==> src/rtl/fir_readout_ctrl.sv <==
// Readout sequencer for fir_top: restarts the core, waits for done, streams the result registers.
// Build option: define FIR_CTRL_CONTINUOUS_EN for free-running frames after a single start.
module fir_readout_ctrl #(
    parameter int unsigned RESULT_COUNT = 10,
    parameter int unsigned ADDR_W       = 5,
    parameter int unsigned DATA_W       = 17,
    parameter int unsigned RD_LAT       = 1,
    parameter int unsigned RST_CYC      = 4,
    parameter int unsigned TIMEOUT      = 4096
) (
    input  logic              i_clk,
    input  logic              i_rst_n,
    input  logic              i_start,
    output logic              o_fir_reset,
    input  logic              i_fir_done,
    output logic [ADDR_W-1:0] o_fir_addr,
    input  logic [DATA_W-1:0] i_fir_data,
    output logic              o_out_valid,
    input  logic              i_out_ready,
    output logic [DATA_W-1:0] o_out_data,
    output logic [ADDR_W-1:0] o_out_index,
    output logic              o_busy,
    output logic              o_frame_done,
    output logic              o_timeout_err
);

    // One counter serves the reset hold, the done timeout and the read latency.
    localparam int unsigned CNT_MAX_A = (TIMEOUT > RST_CYC) ? TIMEOUT : RST_CYC;
    localparam int unsigned CNT_MAX   = (CNT_MAX_A > RD_LAT) ? CNT_MAX_A : RD_LAT;
    localparam int unsigned CNT_W     = $clog2(CNT_MAX + 1);

    localparam logic [CNT_W-1:0]  RST_LAST = CNT_W'(RST_CYC - 1);
    localparam logic [CNT_W-1:0]  TO_LAST  = CNT_W'(TIMEOUT - 1);
    localparam logic [CNT_W-1:0]  LAT_LAST = CNT_W'(RD_LAT - 1);
    localparam logic [ADDR_W-1:0] IDX_LAST = ADDR_W'(RESULT_COUNT - 1);

    typedef enum logic [2:0] {
        StIdle, StRstFir, StWaitDone, StAddr, StCapture, StOutput, StFinish
    } state_t;

    state_t             r_state, w_state;
    logic [CNT_W-1:0]   r_cnt, w_cnt;
    logic [ADDR_W-1:0]  r_idx, w_idx;
    logic               r_fir_reset, w_fir_reset;
    logic [ADDR_W-1:0]  r_fir_addr, w_fir_addr;
    logic               r_out_valid, w_out_valid;
    logic [DATA_W-1:0]  r_out_data, w_out_data;
    logic [ADDR_W-1:0]  r_out_index, w_out_index;
    logic               r_busy, w_busy;
    logic               r_frame_done, w_frame_done;
    logic               r_timeout_err, w_timeout_err;

    always_comb begin
        w_state       = r_state;
        w_cnt         = r_cnt;
        w_idx         = r_idx;
        w_fir_reset   = r_fir_reset;
        w_fir_addr    = r_fir_addr;
        w_out_valid   = r_out_valid;
        w_out_data    = r_out_data;
        w_out_index   = r_out_index;
        w_frame_done  = 1'b0;
        w_timeout_err = r_timeout_err;
        case (r_state)
            StIdle: begin
                if (i_start) begin
                    w_state       = StRstFir;
                    w_timeout_err = 1'b0;
                    w_fir_reset   = 1'b1;
                    w_cnt         = '0;
                end
            end
            StRstFir: begin
                if (r_cnt == RST_LAST) begin
                    w_state     = StWaitDone;
                    w_fir_reset = 1'b0;
                    w_cnt       = '0;
                end else begin
                    w_cnt = r_cnt + 1'b1;
                end
            end
            StWaitDone: begin
                if (i_fir_done) begin
                    w_state    = StAddr;
                    w_idx      = '0;
                    w_fir_addr = '0;
                    w_cnt      = '0;
                end else if (r_cnt == TO_LAST) begin
                    w_state       = StIdle;
                    w_timeout_err = 1'b1;
                    w_fir_reset   = 1'b1;
                    w_cnt         = '0;
                end else begin
                    w_cnt = r_cnt + 1'b1;
                end
            end
            StAddr: begin
                if (r_cnt == LAT_LAST) begin
                    w_state = StCapture;
                    w_cnt   = '0;
                end else begin
                    w_cnt = r_cnt + 1'b1;
                end
            end
            StCapture: begin
                w_out_data  = i_fir_data;
                w_out_index = r_idx;
                w_out_valid = 1'b1;
                w_state     = StOutput;
            end
            StOutput: begin
                if (i_out_ready) begin
                    w_out_valid = 1'b0;
                    if (r_idx == IDX_LAST) begin
                        w_state      = StFinish;
                        w_frame_done = 1'b1;
                    end else begin
                        w_idx      = r_idx + 1'b1;
                        w_fir_addr = r_idx + 1'b1;
                        w_cnt      = '0;
                        w_state    = StAddr;
                    end
                end
            end
            StFinish: begin
                w_fir_reset = 1'b1;
                w_cnt       = '0;
`ifdef FIR_CTRL_CONTINUOUS_EN
                w_state     = StRstFir;
`else
                w_state     = StIdle;
`endif
            end
            default: w_state = StIdle;
        endcase
        w_busy = (w_state != StIdle);
    end

    always_ff @(posedge i_clk or negedge i_rst_n) begin
        if (!i_rst_n) begin
            r_state       <= StIdle;
            r_cnt         <= '0;
            r_idx         <= '0;
            r_fir_reset   <= 1'b1;
            r_fir_addr    <= '0;
            r_out_valid   <= 1'b0;
            r_out_data    <= '0;
            r_out_index   <= '0;
            r_busy        <= 1'b0;
            r_frame_done  <= 1'b0;
            r_timeout_err <= 1'b0;
        end else begin
            r_state       <= w_state;
            r_cnt         <= w_cnt;
            r_idx         <= w_idx;
            r_fir_reset   <= w_fir_reset;
            r_fir_addr    <= w_fir_addr;
            r_out_valid   <= w_out_valid;
            r_out_data    <= w_out_data;
            r_out_index   <= w_out_index;
            r_busy        <= w_busy;
            r_frame_done  <= w_frame_done;
            r_timeout_err <= w_timeout_err;
        end
    end

    assign o_fir_reset   = r_fir_reset;
    assign o_fir_addr    = r_fir_addr;
    assign o_out_valid   = r_out_valid;
    assign o_out_data    = r_out_data;
    assign o_out_index   = r_out_index;
    assign o_busy        = r_busy;
    assign o_frame_done  = r_frame_done;
    assign o_timeout_err = r_timeout_err;

endmodule

==> config.mk <==
export PLATFORM = sky130hd
export DESIGN_NAME = fir_readout_ctrl
export DESIGN_NICKNAME = d
export VERILOG_FILES = /design/src/rtl/fir_readout_ctrl.sv
export SDC_FILE = /design/constraint.sdc
export NUM_CORES = 1
export LEC_CHECK = 0
export ABC_AREA = 0
export ABC_CLOCK_PERIOD_IN_PS = 2550
export BUFFER_PORTS_ARGS = -buffer_cell sky130_fd_sc_hd__buf_2
export CORE_MARGIN = 3
export CORE_UTILIZATION = 55
export CTS_BUF_LIST = sky130_fd_sc_hd__clkbuf_4
export DETAILED_ROUTE_END_ITERATION = 12
export HOLD_SLACK_MARGIN = 0.02
export PLACE_DENSITY = 0.78
export SYNTH_ARGS = -nofsm -noshare
export SYNTH_HDL_FRONTEND = slang
export SYNTH_SLANG_ARGS = --single-unit
==> constraint.sdc <==
create_clock -name i_clk -period 2.55 [get_ports i_clk]
set_input_delay 0.1275 -clock i_clk [delete_from_list [all_inputs] [get_ports i_clk]]
set_output_delay 0.1275 -clock i_clk [all_outputs]
set_load 0.02 [all_outputs]
Word level (Yosys, flattened, before mapping)
Cells that the tools add are included.
- bits in registers: 48
- input port bits: 22
- logic and storage cells: 73
- add/subtract/negate cells: 2
- equal/unequal tests: 16
- mux-type cells: 32
- reductions and logical operators: 13
- operators with widths (cell ; number):
    2-to-1 mux 13 bit ; 7
    case mux 13 bit (6 select lines) ; 1
    2-to-1 mux 3 bit ; 7
    case mux 3 bit (6 select lines) ; 1
    2-to-1 mux 5 bit ; 3
    != test 2 bit, second input constant ; 7
    adder 13 x 1 -> 13 bit, second input constant ; 1
    equality test 13 x 12 -> 1 bit, second input constant ; 1
    equality test 13 x 2 -> 1 bit, second input constant ; 1
    zero test 13 bit ; 1
    AND reduction 4 bit ; 3
    case mux 5 bit (2 select lines) ; 1
    equality test 3 bit, second input constant ; 3
    2-to-1 mux 1 bit ; 9
    equality test 3 x 2 -> 1 bit, second input constant ; 2
    nonzero test 2 bit ; 3
    nonzero test 6 bit ; 1
    adder 5 x 1 -> 5 bit, second input constant ; 1
    equality test 5 x 4 -> 1 bit, second input constant ; 1
    AND reduction 5 bit ; 1
    case mux 1 bit (2 select lines) ; 2
    case mux 1 bit (4 select lines) ; 1
    nonzero test 4 bit ; 1
    equality test 3 x 1 -> 1 bit, second input constant ; 1
    3 further kinds ; 3

Depth between registers and ports, before layout
Gate-level depths: netlist of run 1.
- depth after elaboration: 5
- depth in mapped cells: 9
- depth with buffers taken out: 7

Worst setup path before layout of run 1
OpenSTA, ideal clock, no wires.
- path kind: register -> register
- from: register r_cnt[5]
- to: register r_busy, in the netlist o_busy
- library setup time: 0.131 ns
- data arrival time: 1.995 ns
- required time: 2.419 ns
- setup slack: 0.424 ns
- stages on the path, launching flop included: 7
- buffers on the path: 1
- clock period less this slack: 2.126 ns
- cells stage by stage: dfrtp_1 -> buf_6 -> or4_4 -> nor4_4 -> nor2_2 -> or3_4 -> or3_1
- cells in the longest elaborated chain, start to end: 5
- elaborated cells between the ends (all ways): 9
- classes of those cells: 2 x eq/ne; 5 x mux; 2 x reduce/logical
- ends and longest elaborated chain (what ; RTL line ; text):
    start: declaration ; 42 ; logic [CNT_W-1:0] r_cnt, w_cnt;
    start signal: assignment ; 154 ; r_cnt <= w_cnt;
    equality test 13 x 12 -> 1 bit ; 88 ; end else if (r_cnt == TO_LAST) begin
    2-to-1 mux 3 bit ; 88 ;
    2-to-1 mux 3 bit ; 83 ; if (i_fir_done) begin
    case mux 3 bit (6 select lines) * ; 64 ; case (r_state)
    named net w_state[0] ; 41 ; state_t r_state, w_state;
    nonzero test 3 bit * ; 136 ; w_busy = (w_state != StIdle);
    named net w_busy ; 49 ; logic r_busy, w_busy;
    end signal: assignment ; 161 ; r_busy <= w_busy;
    end: declaration ; 49 ;
The timed path passes the listed nets; every way through them passes the cells marked *.
A chain may end at the register's enable or synchronous reset.

Worst setup path in the final report of run 1
- from: register r_cnt[4]
- to: register r_busy, in the netlist o_busy
Same word-level chain as after synthesis.

==> impl_table.tex, run 1 <==
\begin{tabular}{lr}
\hline
Metric & Value \\
\hline
\multicolumn{2}{l}{\textbf{Logic synthesis}} \\
\quad Ranking of synthesized cells by area & sky130\_fd\_sc\_hd\_\_dfrtp\_1 51\%, sky130\_fd\_sc\_hd\_\_mux2\_2 11\%, sky130\_fd\_sc\_hd\_\_a31oi\_1 2.4\% \\
\quad Leading cell type by number of instances after synthesis & sky130\_fd\_sc\_hd\_\_dfrtp\_1 \\
\quad Count of unique library cells instantiated by Yosys & 48 \\
\quad Combined area of all synthesized cells & 0.00232 mm2 \\
\quad Synth warn & 0 \\
\quad Async set-or-reset flop fraction in the synthesized netlist & 1.00 \\
\quad Cell accounting for the most synthesized area & sky130\_fd\_sc\_hd\_\_dfrtp\_1 \\
\quad Main synth FF type & sky130\_fd\_sc\_hd\_\_dfrtp\_1 \\
\quad Leading cell types by count after synthesis & 47 x sky130\_fd\_sc\_hd\_\_dfrtp\_1, 22 x sky130\_fd\_sc\_hd\_\_mux2\_2, 13 x sky130\_fd\_sc\_hd\_\_nand2\_1, 13 x sky130\_fd\_sc\_hd\_\_nor2\_1 \\
\quad Register area share after synthesis & 0.518 \\
\quad Number of enable flip-flop cells after synthesis & 0 \\
\quad Average size of a mapped cell & 11.2 um2 \\
\quad Net count after synthesis & 234 \\
\quad \#FFs+latches synth & 48 \\
\quad Gate count after technology mapping & 208 \\
\quad Area share of the largest cell type after synthesis & 0.506 \\
\multicolumn{2}{l}{\textbf{Pwr}} \\
\quad Switching power total & 1.27 mW \\
\quad Power share of the combinational group & 0.451 \\
\quad Total power consumption of the routed design & 3.04 mW \\
\quad VDD IR-drop max & 0.627 mV \\
\quad Leakage power total & 1.43 nW \\
\quad Net switching fraction of the power & 0.418 \\
\quad Power density normalized to cell area & 1050 mW/mm2 \\
\quad Part of the total power dissipated in sequential elements & 0.403 \\
\quad Internal cell power & 1.77 mW \\
\quad Clk network pwr share & 0.146 \\
\multicolumn{2}{l}{\textbf{Detailed routing}} \\
\quad DRC violation total after the first TritonRoute iteration & 139 \\
\quad Final routed wire length divided by cell count & 16.6 um \\
\quad DRC violations left & 0 \\
\quad Post-detailed-route via-to-cell ratio & 5.93 \\
\quad Routed Antenna Nets & 0 \\
\quad Sum of routed wire length over all layers & 5500 um \\
\quad Vias & 1,963 \\
\quad First-pass DRT Iterations & 4 \\
\multicolumn{2}{l}{\textbf{Clock tree}} \\
\quad Clock Tree Buf Depth & 2 \\
\quad CTS tree & built \\
\quad CTS Sinks & 48 \\
\quad H-Tree Depth & 2 \\
\quad Clk Tree Root Cell & sky130\_fd\_sc\_hd\_\_clkbuf\_4 \\
\quad Inserted Clock Buffers & 5 \\
\quad Clock transition at path regs & 0.13 ns \\
\quad Clk Latency, worst-skew pair & 0.35 ns \\
\multicolumn{2}{l}{\textbf{Timing}} \\
\quad Final count of negative-setup-slack endpoints & 0 \\
\quad Count of final hold-check violations & 0 \\
\quad Final period utilization & 0.873 \\
\quad Setup total negative slack & 0 ns \\
\quad Measured slew at the worst slew-check pin & 1.02 ns \\
\quad Clock skew after layout & 0.00283 ns \\
\quad Fin crit period & 2.23 ns \\
\quad Unrepaired setup endpoints after global routing & no \\
\quad Peak Freq & 0.449 GHz \\
\quad Max-Slew Margin vs Limit & 0.320 \\
\quad Number of slew-limit violations in the final report & 0 \\
\multicolumn{2}{l}{\textbf{Worst setup path}} \\
\quad Startpoint Class & register \\
\quad Max stage delay cell, worst path & sky130\_fd\_sc\_hd\_\_or4\_4 \\
\quad Maximum net fanout on the critical path & 7 \\
\quad Worst flop-to-flop path endpoint & o\_busy \\
\quad R2R Setup Slk & 0.32 ns \\
\quad Path depth of the worst reg2reg path & 5 \\
\quad Data arrival, critical path & 2.47 ns \\
\quad Path type of the worst setup path & register to register \\
\quad Cell family with most CP delay & simple AND/OR/NAND/NOR gates \\
\quad Worst EP required & 2.80 ns \\
\quad Longest individual stage delay on the worst path & 0.59 ns \\
\quad Endpoint class of the critical path & register \\
\quad FF-to-FF Start & r\_cnt[4] \\
\quad Number of buffer and inverter instances along the worst setup path & 0 \\
\quad Critical path cell sequence & or4\_4 > nor4\_4 > nor2\_2 > or3\_4 > or3\_1 \\
\multicolumn{2}{l}{\textbf{Min path}} \\
\quad Min-delay worst type & input pin to register \\
\quad Launch instance of the worst min-delay path & i\_fir\_done \\
\quad Hold Path Stages & 4 \\
\quad Worst hold endpoint & o\_fir\_reset \\
\multicolumn{2}{l}{\textbf{Cells and area}} \\
\quad Fraction of final layout cells with drive strength greater than 1 & 0.346 \\
\quad Antenna diodes & 0 \\
\quad Layout net count & 308 \\
\quad Final cell count without fillers & 331 \\
\quad Final Core Density & 0.749 \\
\quad Filler Cell Count & 278 \\
\quad Post-synthesis to final-layout area growth & 24.3\% \\
\multicolumn{2}{l}{\textbf{Placement}} \\
\quad Placed insts & 305 \\
\quad Count of buffers from port buffering & 53 \\
\quad Routability congestion estimate from global placement & 0.842 \\
\quad HPWL after DPL & 3390 um \\
\multicolumn{2}{l}{\textbf{Global routing}} \\
\quad Met2 Track Usage GR & 0.400 \\
\quad Global route hottest layer & met2 \\
\quad Fraction of met3 tracks used by global routing & 0.0497 \\
\quad Remaining global-route overflow & 0 \\
\quad Met1 Usage GRT & 0.295 \\
\quad Wire length of the first global-routing pass & 9320 um \\
\quad Maximum number of pins on one net before global-route repair & 49 \\
\quad All-layer global routing usage & 0.231 \\
\quad Number of global-route vias before repair & 1,913 \\
\quad Initial antenna violation count & 0 \\
\multicolumn{2}{l}{\textbf{Floorplanning}} \\
\quad Horizontal die dimension & 71.0 um \\
\quad Area of the placeable core & 0.00385 mm2 \\
\quad Number of top-level pins & 54 \\
\quad FP Rows & 22 \\
\quad Die height & 71.0 um \\
\quad Overall die area & 0.00504 mm2 \\
\quad Effective utilization at floorplan & 0.603 \\
\multicolumn{2}{l}{\textbf{Status}} \\
\quad Status & finished clean \\
\multicolumn{2}{l}{\textbf{Job}} \\
\quad Max-cap violation count & 0 \\
\hline
\end{tabular}
## worst reg2reg max path: stages (launching register included)
cell                      delay, ns
sky130_fd_sc_hd__dfrtp_1       0.46
sky130_fd_sc_hd__or4_4         0.59
sky130_fd_sc_hd__nor4_4        0.32
sky130_fd_sc_hd__nor2_2        0.08
sky130_fd_sc_hd__or3_4         0.33
sky130_fd_sc_hd__or3_1         0.34
## cells by family after synthesis
| group | Yosys count | synth area share |
|---|---|---|
| buffers and inverters | 17 | 0.0404 |
| DFF | 48 | 0.518 |
| xor gates and xnor gates | 3 | 0.0113 |
| adders and majority gates | 4 | 0.0215 |
| and+or+nand+nor | 70 | 0.179 |
| AOI/OAI and AO/OA | 42 | 0.115 |
| muxes | 24 | 0.115 |
## registers in the layout, indices dropped and copies added, names as in the netlist
register       cells
o_out_data        17
r_cnt             13
o_fir_addr         5
o_out_index        5
r_state            3
o_busy             1
o_fir_reset        1
o_frame_done       1
o_out_valid        1
o_timeout_err      1
## power groups by stage
stage          clock network (mW)  registers [mW]  logic, mW
2_1_floorplan                   0            1.37      0.792
3_3_place_gp                    0            1.21       1.30
3_5_place_dp                    0            1.22       1.33
4_1_cts                     0.457            1.21       1.36
5_1_grt                     0.488            1.27       1.50
6_report                    0.443            1.23       1.37
## area by class of cell
type	instances	area [um2]	area share
flip-flops and latches	48	1200	0.416
multi-input cells	143	1030	0.357
repair buffers	76	483	0.167
well taps	48	60.1	0.0208
clock inverters	3	42.5	0.0147
clock buffers	5	37.5	0.0130
inverters	8	30.0	0.0104
## layout by cell type (no fill, tap or decap), types with 3 or more instances in the layout
master,count
sky130_fd_sc_hd__nand3_1,6
sky130_fd_sc_hd__nor2_1,13
sky130_fd_sc_hd__buf_4,5
sky130_fd_sc_hd__nand2b_1,3
sky130_fd_sc_hd__a31oi_1,9
sky130_fd_sc_hd__nand4_1,7
sky130_fd_sc_hd__buf_2,53
sky130_fd_sc_hd__nor3_1,3
sky130_fd_sc_hd__nor2b_1,3
sky130_fd_sc_hd__and4_1,3
sky130_fd_sc_hd__dlygate4sd3_1,18
sky130_fd_sc_hd__mux2_2,22
sky130_fd_sc_hd__clkbuf_4,5
sky130_fd_sc_hd__o21ai_0,10
sky130_fd_sc_hd__nand2_1,13
sky130_fd_sc_hd__inv_1,8
sky130_fd_sc_hd__a21oi_1,10
sky130_fd_sc_hd__xor2_1,3
sky130_fd_sc_hd__dfrtp_1,47
sky130_fd_sc_hd__ha_1,4
## stage by stage
stage / cell area, um2 / setup WS (ns) / hold WS (ns)
detailed placement: 2630 / 0.354 / 0.363
global placement: 2630 / 0.380 / 0.357
CTS: 2890 / 0.334 / 0.111
floorplan: 2320 / 0.424 / -0.168
finish: 2890 / 0.324 / 0.130
global route: 2890 / 0.183 / 0.159
## layer usage
metal,wire length (um),up-vias
li1,-,917
met1,2310,953
met2,2800,83
met3,325,10
met4,65,0
met5,0,-
## worst max-delay path by stage
stage	end	cells after the start	from	slack, ns
finish	o_busy	5	r_cnt[4]	0.32
global route	o_busy	6	r_cnt[0]	0.18
CTS	o_busy	5	r_cnt[4]	0.33
detailed placement	o_busy	5	r_cnt[4]	0.35
global placement	o_busy	5	r_cnt[4]	0.38
floorplan	o_busy	6	r_cnt[5]	0.42
## what timing repair did
action	in CTS	in global routing
hold endpoints to repair	64	0
resized for setup	0	0
hold buffers	18	0
setup buffers	0	0
Note: power is estimated with default switching activity, not from simulation.
==> run 2, diff against run 1 <==
--- a/config.mk
+++ b/config.mk
@@ -9,11 +9,10 @@
 export ABC_CLOCK_PERIOD_IN_PS = 2550
 export BUFFER_PORTS_ARGS = -buffer_cell sky130_fd_sc_hd__buf_2
 export CORE_MARGIN = 3
-export CORE_UTILIZATION = 55
-export CTS_BUF_LIST = sky130_fd_sc_hd__clkbuf_4
+export CORE_UTILIZATION = 53
 export DETAILED_ROUTE_END_ITERATION = 12
 export HOLD_SLACK_MARGIN = 0.02
-export PLACE_DENSITY = 0.78
+export PLACE_DENSITY = 0.76
 export SYNTH_ARGS = -nofsm -noshare
 export SYNTH_HDL_FRONTEND = slang
 export SYNTH_SLANG_ARGS = --single-unit
==> run 2 against run 1 <==
  * Flip-flop and latch count stayed put
  * Final cell count fell by 5.4%
  * Sequential power about the same
  * Largest cell class unchanged
  * Clock power down 3%
  * Wire length down 15%
  * Largest power group unchanged
  * Non-clock buffer count shrank 19
  * Clock skew grew 0.0044 ns
  * Highest routed layer unchanged
  * Register-to-register slack got worse by 0.08 ns
  * Critical path type unchanged
  * Hold slack lost 0.13 ns
  * Fmax shrank 3.5%
==> impl_table.tex, run 2 (same netlist as run 1, synthesis figures left out) <==
\begin{tabular}{lr}
\hline
Metric & Value \\
\hline
\multicolumn{2}{l}{\textbf{Status}} \\
\quad Status & finished clean \\
\multicolumn{2}{l}{\textbf{Placement}} \\
\quad HPWL after DPL & 3430 um (+1.3\%) \\
\quad Routability congestion estimate from global placement & 0.829 (-1.5\%) \\
\quad Count of buffers from port buffering & 53 (unchanged) \\
\multicolumn{2}{l}{\textbf{Cells and area}} \\
\quad Post-synthesis to final-layout area growth & 16.4\% \\
\quad Most common library cell in the layout ignoring fill and taps & sky130\_fd\_sc\_hd\_\_buf\_2 \\
\quad Most frequent cells in the layout & 53 x sky130\_fd\_sc\_hd\_\_buf\_2, 47 x sky130\_fd\_sc\_hd\_\_dfrtp\_1, 22 x sky130\_fd\_sc\_hd\_\_mux2\_2, 13 x sky130\_fd\_sc\_hd\_\_nand2\_1, 13 x sky130\_fd\_sc\_hd\_\_nor2\_1 \\
\quad Fraction of final layout cells with drive strength greater than 1 & 0.369 (+0.0225) \\
\quad Flip-flop count of the largest register after layout & 17 (unchanged) \\
\quad Layout net count & 289 (-6.2\%) \\
\quad Antenna diodes & 0 (unchanged) \\
\multicolumn{2}{l}{\textbf{Global routing}} \\
\quad Initial antenna violation count & 0 (unchanged) \\
\quad All-layer global routing usage & 0.195 (-0.0351) \\
\quad Wire length of the first global-routing pass & 7890 um (-15\%) \\
\quad Maximum number of pins on one net before global-route repair & 49 (unchanged) \\
\quad Number of global-route vias before repair & 1,720 (-10\%) \\
\quad Remaining global-route overflow & 0 (unchanged) \\
\multicolumn{2}{l}{\textbf{Worst setup path}} \\
\quad Endpoint class of the critical path & register \\
\quad Maximum net fanout on the critical path & 10 (+3) \\
\quad Startpoint Class & register \\
\quad Worst EP required & 2.72 ns (-0.08 ns) \\
\quad Path type of the worst setup path & register to register \\
\quad Data arrival, critical path & 2.48 ns (about the same) \\
\multicolumn{2}{l}{\textbf{Detailed routing}} \\
\quad DRC violations left & 0 (unchanged) \\
\quad First-pass DRT Iterations & 4 (unchanged) \\
\quad Sum of routed wire length over all layers & 4690 um (-15\%) \\
\quad Vias & 1,799 (-8.4\%) \\
\quad DRC violation total after the first TritonRoute iteration & 97 (-30\%) \\
\quad Final routed wire length divided by cell count & 15.0 um (-9.9\%) \\
\quad Routed Antenna Nets & 0 (unchanged) \\
\quad Post-detailed-route via-to-cell ratio & 5.75 (-3.1\%) \\
\multicolumn{2}{l}{\textbf{Clock tree}} \\
\quad CTS Sinks & 48 (unchanged) \\
\quad Clock transition at path regs & 0.08 ns (-0.05 ns) \\
\quad CTS Hold Buffers Added & 0 (-18) \\
\quad CTS tree & built \\
\quad Post-CTS setup repair buffer count & 0 (unchanged) \\
\quad Post-cts sizing count & 0 (unchanged) \\
\quad H-Tree Depth & 2 (unchanged) \\
\quad Clk Latency, worst-skew pair & 0.30 ns (-0.05 ns) \\
\quad Inserted Clock Buffers & 5 (unchanged) \\
\quad Clk Tree Root Cell & sky130\_fd\_sc\_hd\_\_clkbuf\_8 \\
\quad Clock Tree Buf Depth & 2 (unchanged) \\
\multicolumn{2}{l}{\textbf{Timing}} \\
\quad Count of final hold-check violations & 0 (unchanged) \\
\quad Unrepaired setup endpoints after global routing & no \\
\quad Measured slew at the worst slew-check pin & 1.04 ns (+0.0204 ns) \\
\quad Clock skew after layout & 0.00726 ns (+0.00443 ns) \\
\quad Final period utilization & 0.905 (+0.0317) \\
\quad Setup total negative slack & 0 ns (unchanged) \\
\quad Number of slew-limit violations in the final report & 0 (unchanged) \\
\quad Worst hold slack & 0.00235 ns (-0.128 ns) \\
\quad Final count of negative-setup-slack endpoints & 0 (unchanged) \\
\quad Fin crit period & 2.31 ns (+0.0807 ns) \\
\quad Peak Freq & 0.433 GHz (-3.5\%) \\
\quad Max-Slew Margin vs Limit & 0.306 (-0.0136) \\
\multicolumn{2}{l}{\textbf{Floorplanning}} \\
\quad Number of top-level pins & 54 (unchanged) \\
\quad FP Rows & 23 (+4.5\%) \\
\quad Area of the placeable core & 0.00412 mm2 (+6.8\%) \\
\quad Overall die area & 0.00521 mm2 (+3.5\%) \\
\quad Horizontal die dimension & 72.2 um (+1.7\%) \\
\quad Effective utilization at floorplan & 0.565 (-0.0383) \\
\quad Die height & 72.2 um (+1.7\%) \\
\multicolumn{2}{l}{\textbf{Job}} \\
\quad Max-cap violation count & 0 (unchanged) \\
\multicolumn{2}{l}{\textbf{Pwr}} \\
\quad VDD IR-drop max & 0.610 mV (-2.7\%) \\
\quad Power density normalized to cell area & 1100 mW/mm2 (+4.0\%) \\
\quad Leakage power total & 1.35 nW (-5.7\%) \\
\multicolumn{2}{l}{\textbf{Min path}} \\
\quad Min-delay worst type & input pin to async pin \\
\hline
\end{tabular}
[run 2: changes by cell type in the layout (fill, tap and decap cells not counted), sizes merged]
cell / previous run / this run
bufinv: 1 / 0
clkinvlp: 0 / 1
dlygate4sd3: 18 / 0
buf: 58 / 57
clkinv: 2 / 1
[run 2: path summary, 6_finish.rpt]
check,end,from,slack (ns),cells after the start
max,r_cnt[11],r_cnt[4],0.24,7
max in group asynchronous,r_state[1],i_rst_n,1.89,1
min,o_timeout_err,i_rst_n,0.002,1
min in group i_clk,o_out_data[0],i_fir_data[0],0.06,2
max reg2reg,r_cnt[11],r_cnt[4],0.24,7
min reg2reg,o_out_valid,o_out_valid,0.48,1
[run 2: where the power goes]
group / internal (mW) / switching, mW / leakage (nW)
clock: 0.186 / 0.244 / 0.0400
sequential: 0.993 / 0.216 / 0.629
combinational: 0.557 / 0.768 / 0.678
[run 2: per-stage QoR]
| step | setup WS (ns) | util | cell area [um2] | instances | total power, mW |
|---|---|---|---|---|---|
| final | 0.243 | 0.657 | 2700 | 313 | 2.96 |
| after global routing | 0.0574 | 0.657 | 2700 | 313 | 3.20 |
| after CTS | 0.256 | 0.657 | 2700 | 313 | 3.00 |
| after detailed placement | 0.284 | 0.637 | 2620 | 306 | 2.56 |
| after global placement | 0.344 | 0.637 | 2620 | 306 | 2.52 |
| after floorplan | 0.424 | - | 2320 | 208 | 2.16 |
[run 2: area by class of cell]
class,instances,area [um2]
clock buffer,5,68.8
clock inverter,2,12.5
fill,337,1410
inverter,8,30.0
multi-input combinational,143,1030
sequential,48,1200
tap,50,62.6
timing repair buffer,57,295
[run 2: routing by layer]
metal / vias up / share of wire / GRT usage
met5: - / 0 / 0
met2: 57 / 0.51 / 0.322
met3: 4 / 0.052 / 0.0429
met1: 866 / 0.43 / 0.256
met4: 0 / 0.0077 / 0.0647
li1: 872 / - / -
[run 2: critical path, stage by stage, from the launching register on]
cell                        delay, ns
sky130_fd_sc_hd__dfrtp_1         0.45
sky130_fd_sc_hd__or4_4           0.58
sky130_fd_sc_hd__nor4_4          0.32
sky130_fd_sc_hd__o2bb2ai_1       0.25
sky130_fd_sc_hd__buf_4           0.24
sky130_fd_sc_hd__buf_4           0.15
sky130_fd_sc_hd__a31oi_1         0.13
sky130_fd_sc_hd__a31oi_1         0.06
